<file path="config.mk">
export PLATFORM = sky130hd
export DESIGN_NAME = fp_norm_pipe
export DESIGN_NICKNAME = d
export VERILOG_FILES = /design/src/rtl/fp_norm_pipe.sv
export SDC_FILE = /design/constraint.sdc
export NUM_CORES = 1
export LEC_CHECK = 0
export CAP_MARGIN = 20
export CORE_MARGIN = 1.5
export CORE_UTILIZATION = 48
export DETAILED_ROUTE_END_ITERATION = 12
export PLACE_DENSITY_LB_ADDON = 0.12
export SLEW_MARGIN = 20
export SYNTH_ARGS = -nofsm -noshare
export SYNTH_HDL_FRONTEND = slang
export SYNTH_SLANG_ARGS = --single-unit
</file>
<file path="constraint.sdc">
create_clock -name clk -period 6.7 [get_ports clk]
set_input_delay 1.675 -clock clk [delete_from_list [all_inputs] [get_ports clk]]
set_output_delay 1.675 -clock clk [all_outputs]
set_load 0.01 [all_outputs]
</file>
<file path="src/rtl/fp_norm_pipe.sv">
// Two-stage floating-point post-add normaliser: S1 aligns the raw adder sum,
// S2 rounds to nearest-even and saturates overflow. Valid/ready flow control.
module fp_norm_pipe #(
  parameter int EW = 8,
  parameter int MW = 23
) (
  input  logic              clk,
  input  logic              rst,
  input  logic              in_valid,
  output logic              in_ready,
  input  logic              sign_in,
  input  logic              co,
  input  logic [EW-1:0]     es,
  input  logic [MW+4:0]     ms,
  output logic              out_valid,
  input  logic              out_ready,
  output logic              sign_out,
  output logic [EW-1:0]     e,
  output logic [MW-1:0]     m,
  output logic              ovf,
  output logic              zero
);

  localparam int MSW = MW + 5;
  localparam int NW  = MW + 4;
  localparam int LZW = $clog2(NW + 1);
  localparam int XW  = ((EW > LZW) ? EW : LZW) + 1;
  localparam logic [EW:0] EMAX = {1'b0, {EW{1'b1}}};

  logic              s1_valid_q, s1_valid_d;
  logic              s1_sign_q, s1_sign_d;
  logic              s1_zero_q, s1_zero_d;
  logic [EW:0]       s1_exp_q, s1_exp_d;
  logic [NW-1:0]     s1_man_q, s1_man_d;

  logic              s2_valid_q, s2_valid_d;
  logic              s2_sign_q, s2_sign_d;
  logic              s2_zero_q, s2_zero_d;
  logic              s2_ovf_q, s2_ovf_d;
  logic [EW-1:0]     s2_e_q, s2_e_d;
  logic [MW-1:0]     s2_m_q, s2_m_d;

  logic              s2_adv;
  logic [LZW-1:0]    lz;
  logic              lz_found;
  logic [XW-1:0]     es_x, lz_x, sub_sh;
  logic              round_up;
  logic [MW+1:0]     rsum;
  logic [EW:0]       exp_r;
  logic [MW-1:0]     frac_r;
  logic              ovf_r;

  assign s2_adv   = !s2_valid_q || out_ready;
  assign in_ready = !s1_valid_q || s2_adv;

  // Leading-zero count over hidden bit and below; NW means the word is all zero.
  always_comb begin
    lz       = LZW'(NW);
    lz_found = 1'b0;
    for (int i = NW - 1; i >= 0; i--) begin
      if (!lz_found && ms[i]) begin
        lz       = LZW'(NW - 1 - i);
        lz_found = 1'b1;
      end
    end
  end

  assign es_x   = XW'(es);
  assign lz_x   = XW'(lz);
  assign sub_sh = (es == '0) ? '0 : (es_x - XW'(1));

  always_comb begin
    s1_valid_d = s1_valid_q;
    s1_sign_d  = s1_sign_q;
    s1_zero_d  = s1_zero_q;
    s1_exp_d   = s1_exp_q;
    s1_man_d   = s1_man_q;
    if (in_ready) begin
      s1_valid_d = in_valid;
    end
    if (in_valid && in_ready) begin
      s1_sign_d = sign_in;
      s1_zero_d = 1'b0;
      if (co) begin
        s1_man_d = {ms[MSW-1:2], ms[1] | ms[0]};
        s1_exp_d = (EW+1)'(es) + (EW+1)'(1);
      end else if (!lz_found) begin
        s1_man_d  = '0;
        s1_exp_d  = '0;
        s1_zero_d = 1'b1;
      end else if (es_x > lz_x) begin
        s1_man_d = ms[NW-1:0] << lz;
        s1_exp_d = (EW+1)'(es_x - lz_x);
      end else begin
        // Exponent runs out before the hidden bit is reached: denormal result.
        s1_man_d = ms[NW-1:0] << sub_sh;
        s1_exp_d = '0;
      end
    end
  end

  // Round to nearest, ties to even, on guard/round/sticky below the fraction LSB.
  always_comb begin
    round_up = s1_man_q[2] && (s1_man_q[1] || s1_man_q[0] || s1_man_q[3]);
    rsum     = {1'b0, s1_man_q[NW-1:3]} + (MW+2)'(round_up);
    frac_r   = rsum[MW-1:0];
    exp_r    = s1_exp_q;
    if (rsum[MW+1]) begin
      frac_r = '0;
      exp_r  = s1_exp_q + (EW+1)'(1);
    end else if (s1_exp_q == '0 && rsum[MW]) begin
      exp_r = (EW+1)'(1);
    end
    ovf_r = (exp_r >= EMAX);
  end

  always_comb begin
    s2_valid_d = s2_valid_q;
    s2_sign_d  = s2_sign_q;
    s2_zero_d  = s2_zero_q;
    s2_ovf_d   = s2_ovf_q;
    s2_e_d     = s2_e_q;
    s2_m_d     = s2_m_q;
    if (s2_adv) begin
      s2_valid_d = s1_valid_q;
    end
    if (s2_adv && s1_valid_q) begin
      s2_sign_d = s1_sign_q;
      s2_zero_d = s1_zero_q;
      s2_ovf_d  = ovf_r;
      s2_e_d    = ovf_r ? {EW{1'b1}} : exp_r[EW-1:0];
      s2_m_d    = ovf_r ? '0 : frac_r;
    end
  end

  always_ff @(posedge clk) begin
    if (rst) begin
      s1_valid_q <= 1'b0;
      s1_sign_q  <= 1'b0;
      s1_zero_q  <= 1'b0;
      s1_exp_q   <= '0;
      s1_man_q   <= '0;
      s2_valid_q <= 1'b0;
      s2_sign_q  <= 1'b0;
      s2_zero_q  <= 1'b0;
      s2_ovf_q   <= 1'b0;
      s2_e_q     <= '0;
      s2_m_q     <= '0;
    end else begin
      s1_valid_q <= s1_valid_d;
      s1_sign_q  <= s1_sign_d;
      s1_zero_q  <= s1_zero_d;
      s1_exp_q   <= s1_exp_d;
      s1_man_q   <= s1_man_d;
      s2_valid_q <= s2_valid_d;
      s2_sign_q  <= s2_sign_d;
      s2_zero_q  <= s2_zero_d;
      s2_ovf_q   <= s2_ovf_d;
      s2_e_q     <= s2_e_d;
      s2_m_q     <= s2_m_d;
    end
  end

  assign out_valid = s2_valid_q;
  assign sign_out  = s2_sign_q;
  assign e         = s2_e_q;
  assign m         = s2_m_q;
  assign ovf       = s2_ovf_q;
  assign zero      = s2_zero_q;

endmodule

</file>
==> results of run 1 <==
==> cells in the mapped netlist (4+ instances only) <==
cell type,number,share of area
nor2_1,83,0.054
dfxtp_1,74,0.26
nand2_1,64,0.042
a21oi_1,42,0.037
o21ai_0,40,0.035
clkbuf_1,37,0.024
nor3_1,36,0.031
nand3_1,30,0.026
mux2i_1,24,0.042
a22o_1,19,0.029
xor2_1,19,0.029
a211oi_1,17,0.022
a221oi_1,17,0.026
xnor2_1,16,0.024
inv_1,15,0.0098
o22ai_1,15,0.016
and3_1,12,0.013
and2_1,11,0.012
ha_1,11,0.024
nand4_1,11,0.012
a2bb2oi_1,8,0.012
nor4_1,8,0.0087
a311oi_1,7,0.011
nand2b_1,7,0.0076
nor2b_1,7,0.0076
o211ai_1,7,0.0091
o21a_1,7,0.0091
or3_1,7,0.0076
a21o_1,6,0.0078
o311ai_0,6,0.0091
a31oi_1,5,0.0054
mux2_2,5,0.0098
o21bai_1,5,0.0065
o31ai_1,5,0.0065
a22oi_1,4,0.0052
buf_2,4,0.0035
o22a_1,4,0.0061
o31a_1,4,0.0061
==> critical path, cell delays in order <==
cell and delay, ns:
clkdlybuf4s50_1 0.51, nor4_2 0.58, and4_4 0.34, inv_2 0.07, nor3b_1 0.22, a31oi_1 0.12
ha_1 0.39, and4_1 0.21, a21oi_1 0.21, o31ai_1 0.12, buf_4 0.17, a2111oi_4 0.33
buf_4 0.20, nor2_2 0.06, buf_12 0.17, mux2i_1 0.21, buf_4 0.14, o22a_1 0.16
a21oi_1 0.11, a221oi_1 0.49, a211oi_1 0.14
==> layer usage <==
layer,part of all wire,vias to the layer above,global-route usage
met3,0.077,66,0.0421
met5,0,-,0
met4,0.042,0,0.163
li1,-,3086,-
met1,0.42,3078,0.433
met2,0.46,353,0.526
==> cell families (layout without fill, tap and decap cells) <==
kind of cell	Yosys count	after routing	synth area share
AO/OA/AOI/OAI	241	241	0.301
buffers and inverters	63	184	0.0449
flip-flops	74	74	0.258
adder cells (fa/ha/maj)	12	12	0.0274
multiplexers	31	31	0.0568
AND/OR/NAND/NOR	298	298	0.259
XOR/XNOR	35	35	0.0534
==> repair_timing <==
item                       CTS  global route
resized for setup            0             2
hold endpoints to repair     0             0
setup endpoints to repair    0             4
==> area by class of cell <==
class	count	area, um^2
multi-input combinational	617	4020
sequential	74	1480
fill	1010	4190
inverter	16	60.1
clock buffer	12	246
clock inverter	3	40.0
tap	143	179
timing repair buffer	153	1350
==> power breakdown <==
part / total, mW / switching [mW] / internal (mW)
clock network: 0.465 / 0.170 / 0.295
logic: 0.409 / 0.224 / 0.185
registers: 0.503 / 0.0322 / 0.471
total: 1.38 / 0.426 / 0.951
==> flip-flops by register name (all words and copies together), names as in the netlist <==
signal      flops
zero            1
ovf             1
s1_valid_q      1
s1_zero_q       1
e               8
m              23
out_valid       1
sign_out        1
s1_man_q       27
s1_sign_q       1
s1_exp_q        9
==> metrics by stage <==
stage	cell area (um^2)	total power [mW]	instances	utilization
2_1_floorplan	5750	0.728	754	-
3_3_place_gp	7080	0.903	1003	0.612
3_5_place_dp	7080	0.908	1003	0.612
4_1_cts	7360	1.37	1018	0.637
5_1_grt	7370	1.43	1018	0.638
6_report	7370	1.38	1018	0.638
==> path summary, 6_finish.rpt <==
check / startpoint / to / slack, ns
min: m[5] / m[5] / 0.45
max: ms[17] / s1_man_q[24] / 0.24
max reg2reg: s1_man_q[2] / m[17] / 3.07
min reg2reg: m[5] / m[5] / 0.45
==> impl_metrics.env, run 1 <==
export IMPL_whs_ns=0.448
export IMPL_h_tree_depth=3
export IMPL_post_place_ws_ns=-0.0939
export IMPL_dieArea_um2=12600
export IMPL_final_common_cell="nor2_1"
export IMPL_gp_congestion=0.980
export IMPL_fin_tns_setup_ns=0
export IMPL_fp_row_count=39
export IMPL_cts_setup_buffers=0
export IMPL_die_w_um=112
export IMPL_grt_pass1_vias=6126
export IMPL_leakage_nw=2.84
export IMPL_grt_overflow=0
export IMPL_yosys_most_used_dff="dfxtp_1"
export IMPL_post_route_period_util=0.964
export IMPL_hold_viol=0
export IMPL_grt_max_degree=55
export IMPL_drtPass1Iterations=9
export IMPL_area_delta_synth_final_pct=28.3
export IMPL_routed_wl_um=20700
export IMPL_min_path_type="reg2reg"
export IMPL_whs_path_depth=2
export IMPL_fin_nets=925
export IMPL_min_period_ns=6.46
export IMPL_portBuffers=77
export IMPL_cts_tree="yes"
export IMPL_antenna_found_initial=0
export IMPL_worstPathMaxFanout=13
export IMPL_synth_area_um2=5750
export IMPL_drtIter0Drc=611
export IMPL_clkTransAtPathRegs_ns=0.05
export IMPL_maxCapViolCount=0
export IMPL_ctsHoldBuffers=0
export IMPL_start_util=0.497
export IMPL_ys_async_sr_fraction=0
export IMPL_ys_warn_count=0
export IMPL_outcome="finished with violations"
export IMPL_slew_violations=0
export IMPL_syn_inst=754
export IMPL_syn_nets=808
export IMPL_die_y_um=112
export IMPL_seq_area_frac_synth=0.258
export IMPL_clkSinkCount=74
export IMPL_wl_per_cell_um=20.4
export IMPL_fmax_ghz=0.155
export IMPL_peakVddDrop_mv=0.100
export IMPL_grt_usage=0.327
export IMPL_violations="design-rule violations"
export IMPL_ys_seq_elements=74
export IMPL_clk_latency_ns=0.33
export IMPL_critPathRequiredTime_ns=6.88
export IMPL_rsz0062_at_grt="no"
export IMPL_vias_per_cell=6.47
export IMPL_rr_worst_depth=12
export IMPL_synth_area_per_cell_um2=7.62
export IMPL_vias=6583
export IMPL_p_per_area_nw_per_um2=187
export IMPL_place_hpwl_um=16000
export IMPL_synth_enable_flop_cells=0
export IMPL_cp_arrival_ns=6.64
export IMPL_core_area_um2=11600
export IMPL_setup_slack_ns=0.240
export IMPL_drive_gt1_frac=0.135
export IMPL_critPathKind="in2reg"
export IMPL_clockRootBuffer="clkbuf_16"
export IMPL_diodes=0
export IMPL_maxSlewHeadroom=0.335
export IMPL_ant_nets=0
export IMPL_cts_buffers=9
export IMPL_cts_buffer_depth=2
export IMPL_startpoint_type="input pin"
export IMPL_io_pins=78
export IMPL_synth_distinct_cells=76
export IMPL_setup_viol=0
export IMPL_fin_skew_ns=0.00444
export IMPL_worst_setup_path_end_kind="flop"
export IMPL_worst_pin_slew_ns=0.995
export IMPL_drcViolationCount=4
export IMPL_grt_pass1_wl_um=32600
export IMPL_layout_common_cells="nor2_1, clkdlybuf4s50_1, buf_4, dfxtp_1, nand2_1"
Note: power is estimated with default switching activity, not from simulation.
==> run 2: changes to the inputs <==
--- a/config.mk
+++ b/config.mk
@@ -9,6 +9,7 @@
 export CORE_MARGIN = 1.5
 export CORE_UTILIZATION = 48
 export DETAILED_ROUTE_END_ITERATION = 12
+export MAX_ROUTING_LAYER = met4
 export PLACE_DENSITY_LB_ADDON = 0.12
 export SLEW_MARGIN = 20
 export SYNTH_ARGS = -nofsm -noshare
==> impl_metrics.env, run 2 (synthesis results as in run 1) <==
export IMPL_die_y_um=112
export IMPL_cts_setup_buffers=0
export IMPL_cts_resized=0
export IMPL_grt_pass1_vias=6446
export IMPL_drtPass1Iterations=9
export IMPL_clkSinkCount=74
export IMPL_worstPathMaxFanout=13
export IMPL_fmax_ghz=0.159
export IMPL_layout_common_cells="buf_4, nor2_1, clkdlybuf4s50_1, dfxtp_1, nand2_1"
export IMPL_p_per_area_nw_per_um2=202
export IMPL_clk_latency_ns=0.34
export IMPL_ant_nets=0
export IMPL_crit_slowest_cell="or4_1"
export IMPL_clkTransAtPathRegs_ns=0.06
export IMPL_peakVddDrop_mv=0.127
export IMPL_cp_buffers_inverters=3
export IMPL_slew_violations=0
export IMPL_grt_pass1_wl_um=33800
export IMPL_wl_per_cell_um=20.8
export IMPL_cts_tree="yes"
export IMPL_fin_skew_ns=0.00761
export IMPL_post_route_period_util=0.939
export IMPL_outcome="finished with violations"
export IMPL_core_area_um2=11600
export IMPL_path_cells="clkdlybuf4s50_1 -> nor4_1 -> and4_4 -> inv_2 -> a211oi_2 -> nor3_1 -> inv_1 -> ha_1 -> nor2b_1 -> o31a_1 -> o31a_1 -> or4_1 -> o21ai_1 -> nor3_1 -> and3_1 -> a221o_1 -> a221oi_1 -> nor3_1"
export IMPL_critPathRequiredTime_ns=6.89
export IMPL_final_core_util=0.650
export IMPL_max_stage_delay_ns=0.60
export IMPL_h_tree_depth=3
export IMPL_crit_top_cell="nor3_1"
export IMPL_cts_buffers=9
export IMPL_violations="design-rule violations"
export IMPL_drcViolationCount=4
export IMPL_clockRootBuffer="clkbuf_16"
export IMPL_whs_ns=0.459
export IMPL_cts_buffer_depth=2
export IMPL_vias_per_cell=6.54
export IMPL_min_period_ns=6.29
export IMPL_start_util=0.497
export IMPL_setup_viol=0
export IMPL_routed_wl_um=21400
export IMPL_largest_register="s1_man_q"
export IMPL_dieArea_um2=12600
export IMPL_worst_setup_path_end_kind="flop"
export IMPL_place_hpwl_um=16500
export IMPL_largest_register_ffs=27
export IMPL_die_w_um=112
export IMPL_leakage_nw=2.92
export IMPL_startpoint_type="input pin"
export IMPL_io_pins=78
export IMPL_grt_usage=0.348
export IMPL_area_delta_synth_final_pct=30.8
export IMPL_diodes=0
export IMPL_gp_congestion=1.01
export IMPL_antenna_found_initial=0
export IMPL_maxCapViolCount=0
export IMPL_grt_overflow=0
export IMPL_worst_pin_slew_ns=1.07
export IMPL_cp_arrival_ns=6.48
export IMPL_vias=6725
export IMPL_critPathKind="in2reg"
export IMPL_critPathTopFamily="simple AND/OR/NAND/NOR gates"
export IMPL_rsz0062_at_grt="no"
export IMPL_fp_row_count=39
export IMPL_fin_nets=935
export IMPL_drtIter0Drc=656
export IMPL_min_path_type="reg2reg"
export IMPL_hold_viol=0
export IMPL_final_fill_count=990
export IMPL_fin_tns_setup_ns=0
export IMPL_ctsHoldBuffers=0
export IMPL_final_common_cell="buf_4"
export IMPL_portBuffers=77
export IMPL_grt_max_degree=55
export IMPL_drive_gt1_frac=0.146
export IMPL_maxSlewHeadroom=0.282
-- run 2: cell types whose count changed in the layout (fill, tap and decap cells not counted), sizes merged --
cell,delta
clkbuf,-3
buf,+10
clkinvlp,+1
bufinv,+3
-- run 2: final cells by class --
type	instances	area [um^2]	share of cell area
multi-input combinational	617	4010	0.533
sequential	74	1480	0.197
timing repair buffer	163	1420	0.189
clock buffer	9	225	0.0300
tap	143	179	0.0238
clock inverter	7	141	0.0188
inverter	16	60.1	0.00799
-- run 2: report_power, final --
part,internal (mW),switching [mW]
sequential,0.471,0.0330
combinational,0.189,0.226
clock,0.401,0.195
total,1.06,0.454
-- run 2: final timing paths --
kind | startpoint | slack [ns] | end | cells past startpoint
setup reg to reg | s1_man_q[2] | 3.00 | m[5] | 12
setup / recovery | ms[12] | 0.41 | s1_man_q[16] | 18
hold / removal | s1_sign_q | 0.46 | s1_sign_q | 2
hold reg to reg | s1_sign_q | 0.46 | s1_sign_q | 2
-- run 2: per-stage QoR --
step	setup slack [ns]	power, mW	cells	area (um^2)
finish	0.410	1.52	1029	7520
global placement	0.154	0.907	1013	7150
detailed placement	0.157	0.914	1013	7150
floorplan	0.954	0.728	754	5750
CTS	0.505	1.51	1029	7520
global route	0.204	1.57	1029	7520
-- run 2: worst reg2reg max path: cells and delay by family, from the launching register on --
| family | cells | cell delay [ns] |
|---|---|---|
| AND/OR/NAND/NOR | 6 | 1.69 |
| AO/OA/AOI/OAI | 5 | 1.30 |
| flip-flops | 1 | 0.39 |
| adder cells (fa/ha/maj) | 1 | 0.22 |
-- run 2: per-layer routing --
metal	up-vias	share of wire	global-route usage
met5	-	0	-
met4	0	0.035	0.143
met3	69	0.085	0.0691
li1	3103	-	-
met2	404	0.47	0.560
met1	3149	0.41	0.428
==> edit 1: new RTL, flow settings as in run 2 <==
Register the output `ovf` once more, with the module's reset; this adds one clock of latency there. The other outputs are not delayed to match.
--- a/src/rtl/fp_norm_pipe.sv
+++ b/src/rtl/fp_norm_pipe.sv
@@ -167,3 +167,9 @@
   assign m         = s2_m_q;
-  assign ovf       = s2_ovf_q;
+  always_ff @(posedge clk) begin
+    if (rst) begin
+      ovf <= '0;
+    end else begin
+      ovf <= s2_ovf_q;
+    end
+  end
   assign zero      = s2_zero_q;
Behaviour: not the same (a bounded check fails within 4 cycles, from zero or initial values and one cycle with rst high).
==> edit 1 against run 2 <==
  * Die area up 8.5%
  * Total power up 4.8%
  * Worst setup slack worse by 0.37 ns
  * Largest cell class unchanged
  * Cell area up 15%
  * Largest power group unchanged
  * First-iteration DRC count up 80%
  * Count of clock-buffer cells in the layout up 1
  * Final cell count up 15%
  * Sequential cell count up 1
  * Routed wire length up 27%
  * Synthesized area up 8.8%
  * Highest routed layer unchanged
==> edit 1: results (changes against run 2) <==
Most frequent cells after synthesis: nor2_1 (97), dfxtp_1 (75), nand2_1 (65) (was nor2_1 (83), dfxtp_1 (74), nand2_1 (64)). The diode insertion count for antenna repair is 0 (unchanged). The global-route total usage across every layer is 0.413 (was 0.348). Via-per-instance ratio: 6.63 (was 6.54). The maximum fanout along the worst path works out to 9 (was 13). The flow ran to the end, and the final reports show no timing, DRC or antenna violations. The multiplexer share of the synthesized area is 0.0352 (was 0.0568). The number of design-rule violations left by the first detailed-router iteration is 1179 (was 656), and the minimum setup slack among reg-to-reg paths is 2.87 ns (was 3.00 ns). The cell with the largest stage delay on the worst path was or4_1 (unchanged). The register with the highest flop count was s1_man_q (unchanged). Worst hold path startpoint: m[9] (was s1_sign_q). Maximum single-stage delay on the critical path: 0.57 ns (was 0.60 ns). The largest net degree at the start of global routing is 59 (was 55).

The pin slew with the least headroom to its limit was 1.01 ns (was 1.07 ns); the post-synth net total was 873 (was 808). The area share of fa/ha/maj cells after synthesis was 0.0252 (was 0.0274). The logs give 819 (was 754) for the number of standard cells after synthesis and 81 (was 76) for the post-synthesis cell type count. The maximum clock insertion buffer count was 2 (unchanged). The number of cells on the worst hold path was 2 (unchanged); the share of synthesized area occupied by flip-flops and latches was 0.240 (was 0.258).

Hold path endpoint: m[9] (was s1_sign_q). The via count of the first global-routing pass was 7447 (was 6446); the fraction of registers with async set or reset after synthesis was 0 (unchanged). The maximum vdd ir drop is 0.000134 V (was 0.000127 V), and the count of input and output buffers is 77 (unchanged). The tools report the number of CTS-inserted buffers as 9 (unchanged). The internal power summed over all cells came out at 1.07 mW (was 1.06 mW). Post-layout instance count excluding filler cells: 1179 (was 1029). The startpoint of the worst register-to-register path was s1_man_q[9] (was s1_man_q[2]). Cell types with the largest area share after synthesis: dfxtp_1 (24%), nor2_1 (5.8%), o21ai_0 (4.0%), nand2_1 (3.9%), a221oi_1 (3.5%) (was dfxtp_1 (26%), nor2_1 (5.4%), mux2i_1 (4.2%), nand2_1 (4.2%), a21oi_1 (3.7%)). The final clock skew is 0.0121 ns (was 0.00761 ns). The fill cell instance count of the final layout was 1100 (was 990); the number of iterations in the first detailed-routing pass was 5 (was 9). The estimated wirelength of the detail-placed design is 20500 um (was 16500 um), and the final weighted congestion of routability-driven global placement is 1.04 (was 1.01). The tools report the cell leakage power as 3.29 nW (was 2.92 nW).

The share of the synthesized netlist area taken by xor and xnor gates was 0.0491 (was 0.0534). Critical path data arrival time: 6.83 ns (was 6.48 ns). The root cell of the clock tree was clkbuf_16 (unchanged). The run gives 27100 um (was 21400 um) as the sum of routed wire length over all layers. The fraction of the mapped netlist area in compound gates came out at 0.342 (was 0.301).

The path depth of the worst reg2reg path was 9 (was 12); the fraction of final layout cells with drive strength greater than 1 was 0.217 (was 0.146). The tools report the worst hold slack after final layout as 0.452 ns (was 0.459 ns). For the worst setup slack before clock tree synthesis, the log shows -0.423 ns (was 0.157 ns). Final net count: 1056 (was 935). End of the worst register-to-register path: m[4] (was m[5]). The run gives 41400 um (was 33800 um) as the first-pass GRT wire length.
==> edit 1: how the worst max path moves through the flow <==
stage	from	to	slack, ns	depth (start not counted)
floorplan	ms[19]	s1_man_q[14]	0.21	15
global placement	ms[17]	s1_man_q[22]	-0.36	17
detailed placement	ms[17]	s1_man_q[22]	-0.42	17
CTS	ms[17]	s1_man_q[17]	0.005	16
global route	ms[18]	s1_man_q[14]	-0.02	17
finish	ms[17]	s1_man_q[14]	0.04	17
==> edit 1: logic make-up (layout without fill, tap and decap cells) <==
family,Yosys count,after routing
AND/OR/NAND/NOR,307,307
AO/OA/AOI/OAI,283,283
buffers and inverters,89,277
flip-flops,75,75
XOR/XNOR,35,35
multiplexers,18,18
adder cells (fa/ha/maj),12,12
==> edit 1: critical path, delay by kind of cell <==
family,cells,cell delay (ns)
adder cells (fa/ha/maj),1,0.31
buffers and inverters,3,0.83
multiplexers,1,0.55
AO/OA/AOI/OAI,8,1.73
AND/OR/NAND/NOR,4,1.71
==> edit 1: layer usage <==
metal  wire (um)  GRT usage
met3        2960     0.0886
met4        1510      0.202
met2       12300      0.648
met1       10400      0.504
met5           0          -
==> edit 1: per-stage QoR <==
step / utilization / cell area (um2)
after global placement: 0.640 / 8110
after detailed placement: 0.640 / 8110
final: 0.681 / 8620
after global routing: 0.681 / 8620
after floorplan: - / 6250
after CTS: 0.667 / 8450
==> edit 1: timing repair <==
action,CTS,global route
pin swaps,0,3
hold buffers,0,0
resized for setup,1,19
setup buffers,0,9
setup endpoints to repair,1,22
==> edit 1: final cells by class <==
class                           instances  share of cell area
Sequential cell                        75               0.174
Timing Repair Buffer                  239               0.237
Clock inverter                          6              0.0131
Tap cell                              172              0.0250
Clock buffer                           10              0.0265
Inverter                               22             0.00957
Multi-Input combinational cell        655               0.514
==> edit 1: power by group through the flow <==
stage	Combinational [mW]	Clock (mW)	Sequential, mW
after floorplan	0.253	0	0.509
after global placement	0.475	0	0.515
after detailed placement	0.481	0	0.517
after CTS	0.485	0.561	0.508
after global routing	0.547	0.586	0.513
final	0.518	0.559	0.511
==> edit 2: new RTL, flow settings as in run 2 <==
Without the edit above. Set the parameter `MW` to 46 (it was 23).
--- a/src/rtl/fp_norm_pipe.sv
+++ b/src/rtl/fp_norm_pipe.sv
@@ -4,3 +4,3 @@
   parameter int EW = 8,
-  parameter int MW = 23
+  parameter int MW = 46
 ) (
Ports: changed (resized m and ms); port bits go from 78 to 124. No check against the original RTL was run, so the function may have changed too.
==> edit 2 against run 2 <==
  * Global-route usage increased by 9.7 points
  * Sequential power is 62% higher
  * Total power up 86%
  * Cell area is 100% higher
  * First-iteration DRC count up 130%
  * Routed wire length is 140% higher
  * Synthesized area grew 83%
  * Largest power group is now combinational logic
  * Sequential share of layout area decreased by 4.0 points
  * Critical path type unchanged
  * Worst setup slack worse by 0.40 ns
  * Non-clock buffer count grew 294
  * Sequential cell count grew 46
==> edit 2: results (changes against run 2) <==
The total via count after detailed routing is 13.9k (was 6725), and the maximum single-stage delay on the critical path is 0.56 ns (was 0.60 ns). Share of synthesized area occupied by flip-flops and latches: 0.229 (was 0.258). The logs give 1500 (was 656) for the number of design-rule violations left by the first detailed-router iteration and 1910 (was 935) for the final net count. The met2 wire length is 21700 um (was 10000 um).

The run gives 7.03 ns (was 6.48 ns) as the critical path data arrival time. The cell with the largest stage delay on the worst path is or4_4 (was or4_1). The routed metal-1 wirelength was 20000 um (was 8780 um); the fraction of final layout cells with drive strength greater than 1 was 0.263 (was 0.146).

The capturing element of the worst setup path is s1_man_q[48] (was s1_man_q[16]). The run gives 38200 um (was 16500 um) as the estimated wirelength of the detail-placed design. The tools report the hold path endpoint as m[13] (was s1_sign_q).

Routed length per instance: 23.8 um (was 20.8 um). The via count of the first global-routing pass is 12.8k (was 6446), and the final weighted congestion of routability-driven global placement is 1.11 (was 1.01). The number of flip-flops in the largest register was 50 (was 27); the largest net degree at the start of global routing was 56 (was 55).

The first-pass GRT wire length is 74300 um (was 33800 um), and the post-synth net total is 1557 (was 808). The fraction of the mapped netlist area in compound gates works out to 0.287 (was 0.301). The run gives 0.583 (was 0.428) as the met1 usage.

The end of the worst register-to-register path is m[2] (was m[5]). The cell leakage power was 6.12 nW (was 2.92 nW). The number of antenna violations at the first check in global routing was 1 (was 0); the final critical-path share of the clock period was 0.999 (was 0.939).

The placed cell count was 2067 (was 1013). The worst hold path startpoint is m[13] (was s1_sign_q). The maximum fanout along the worst path was 6 (was 13); the count of input and output buffers was 123 (was 77). The logs give 0.43 ns (was 0.34 ns) for the clock latency on the worst-skew pair and 4 (was 3) for the count of H-tree levels built during CTS. Path depth of the worst reg2reg path: 16 (was 12). The run gives 50400 um (was 21400 um) as the sum of routed wire length over all layers. Most frequent cells after synthesis: nand2_1 (223), nor2_1 (141), dfxtp_1 (120) (was nor2_1 (83), dfxtp_1 (74), nand2_1 (64)). For the met3 track utilization from global routing, the log shows 0.0837 (was 0.0691). Startpoint of the worst register-to-register path: s1_man_q[3] (was s1_man_q[2]).

Start point of the critical path: ms[34] (was ms[12]). The internal power summed over all cells is 1.75 mW (was 1.06 mW). The global-route track usage on met2 is 0.650 (was 0.560). The run finished with clean final reports. Pin slew with the least headroom to its limit: 0.994 ns (was 1.07 ns). The minimum setup slack among reg-to-reg paths is 2.06 ns (was 3.00 ns), and the standard cell area after detailed placement is 0.0140 mm2 (was 0.00715 mm2). The share of the synthesized netlist area taken by xor and xnor gates works out to 0.0526 (was 0.0534). The synthesized area per cell came out at 7.09 um2 (was 7.62 um2).

For the final clock skew, the log shows 0.0170 ns (was 0.00761 ns).
==> edit 2: area by class of cell <==
type / count / area [um2]
Multi-Input combinational cell: 1211 / 7940
Fill cell: 1705 / 5950
Timing Repair Buffer: 457 / 3910
Sequential cell: 120 / 2400
Clock buffer: 17 / 425
Tap cell: 275 / 344
Clock inverter: 15 / 148
Inverter: 26 / 97.6
Antenna cell: 1 / 2.50
==> edit 2: power groups by stage <==
| stage | Clock [mW] | Sequential, mW | Combinational [mW] |
|---|---|---|---|
| 4_1_cts | 0.899 | 0.811 | 1.01 |
| 2_1_floorplan | 0 | 0.812 | 0.495 |
| 5_1_grt | 0.935 | 0.819 | 1.15 |
| 6_report | 0.901 | 0.815 | 1.10 |
| 3_5_place_dp | 0 | 0.826 | 0.985 |
| 3_3_place_gp | 0 | 0.823 | 0.979 |
==> edit 2: timing repair <==
action / CTS / global route
pin swaps: 4 / 25
resized for setup: 23 / 80
cloned: 1 / 2
hold buffers: 0 / 0
setup buffers: 0 / 19
setup endpoints to repair: 41 / 48
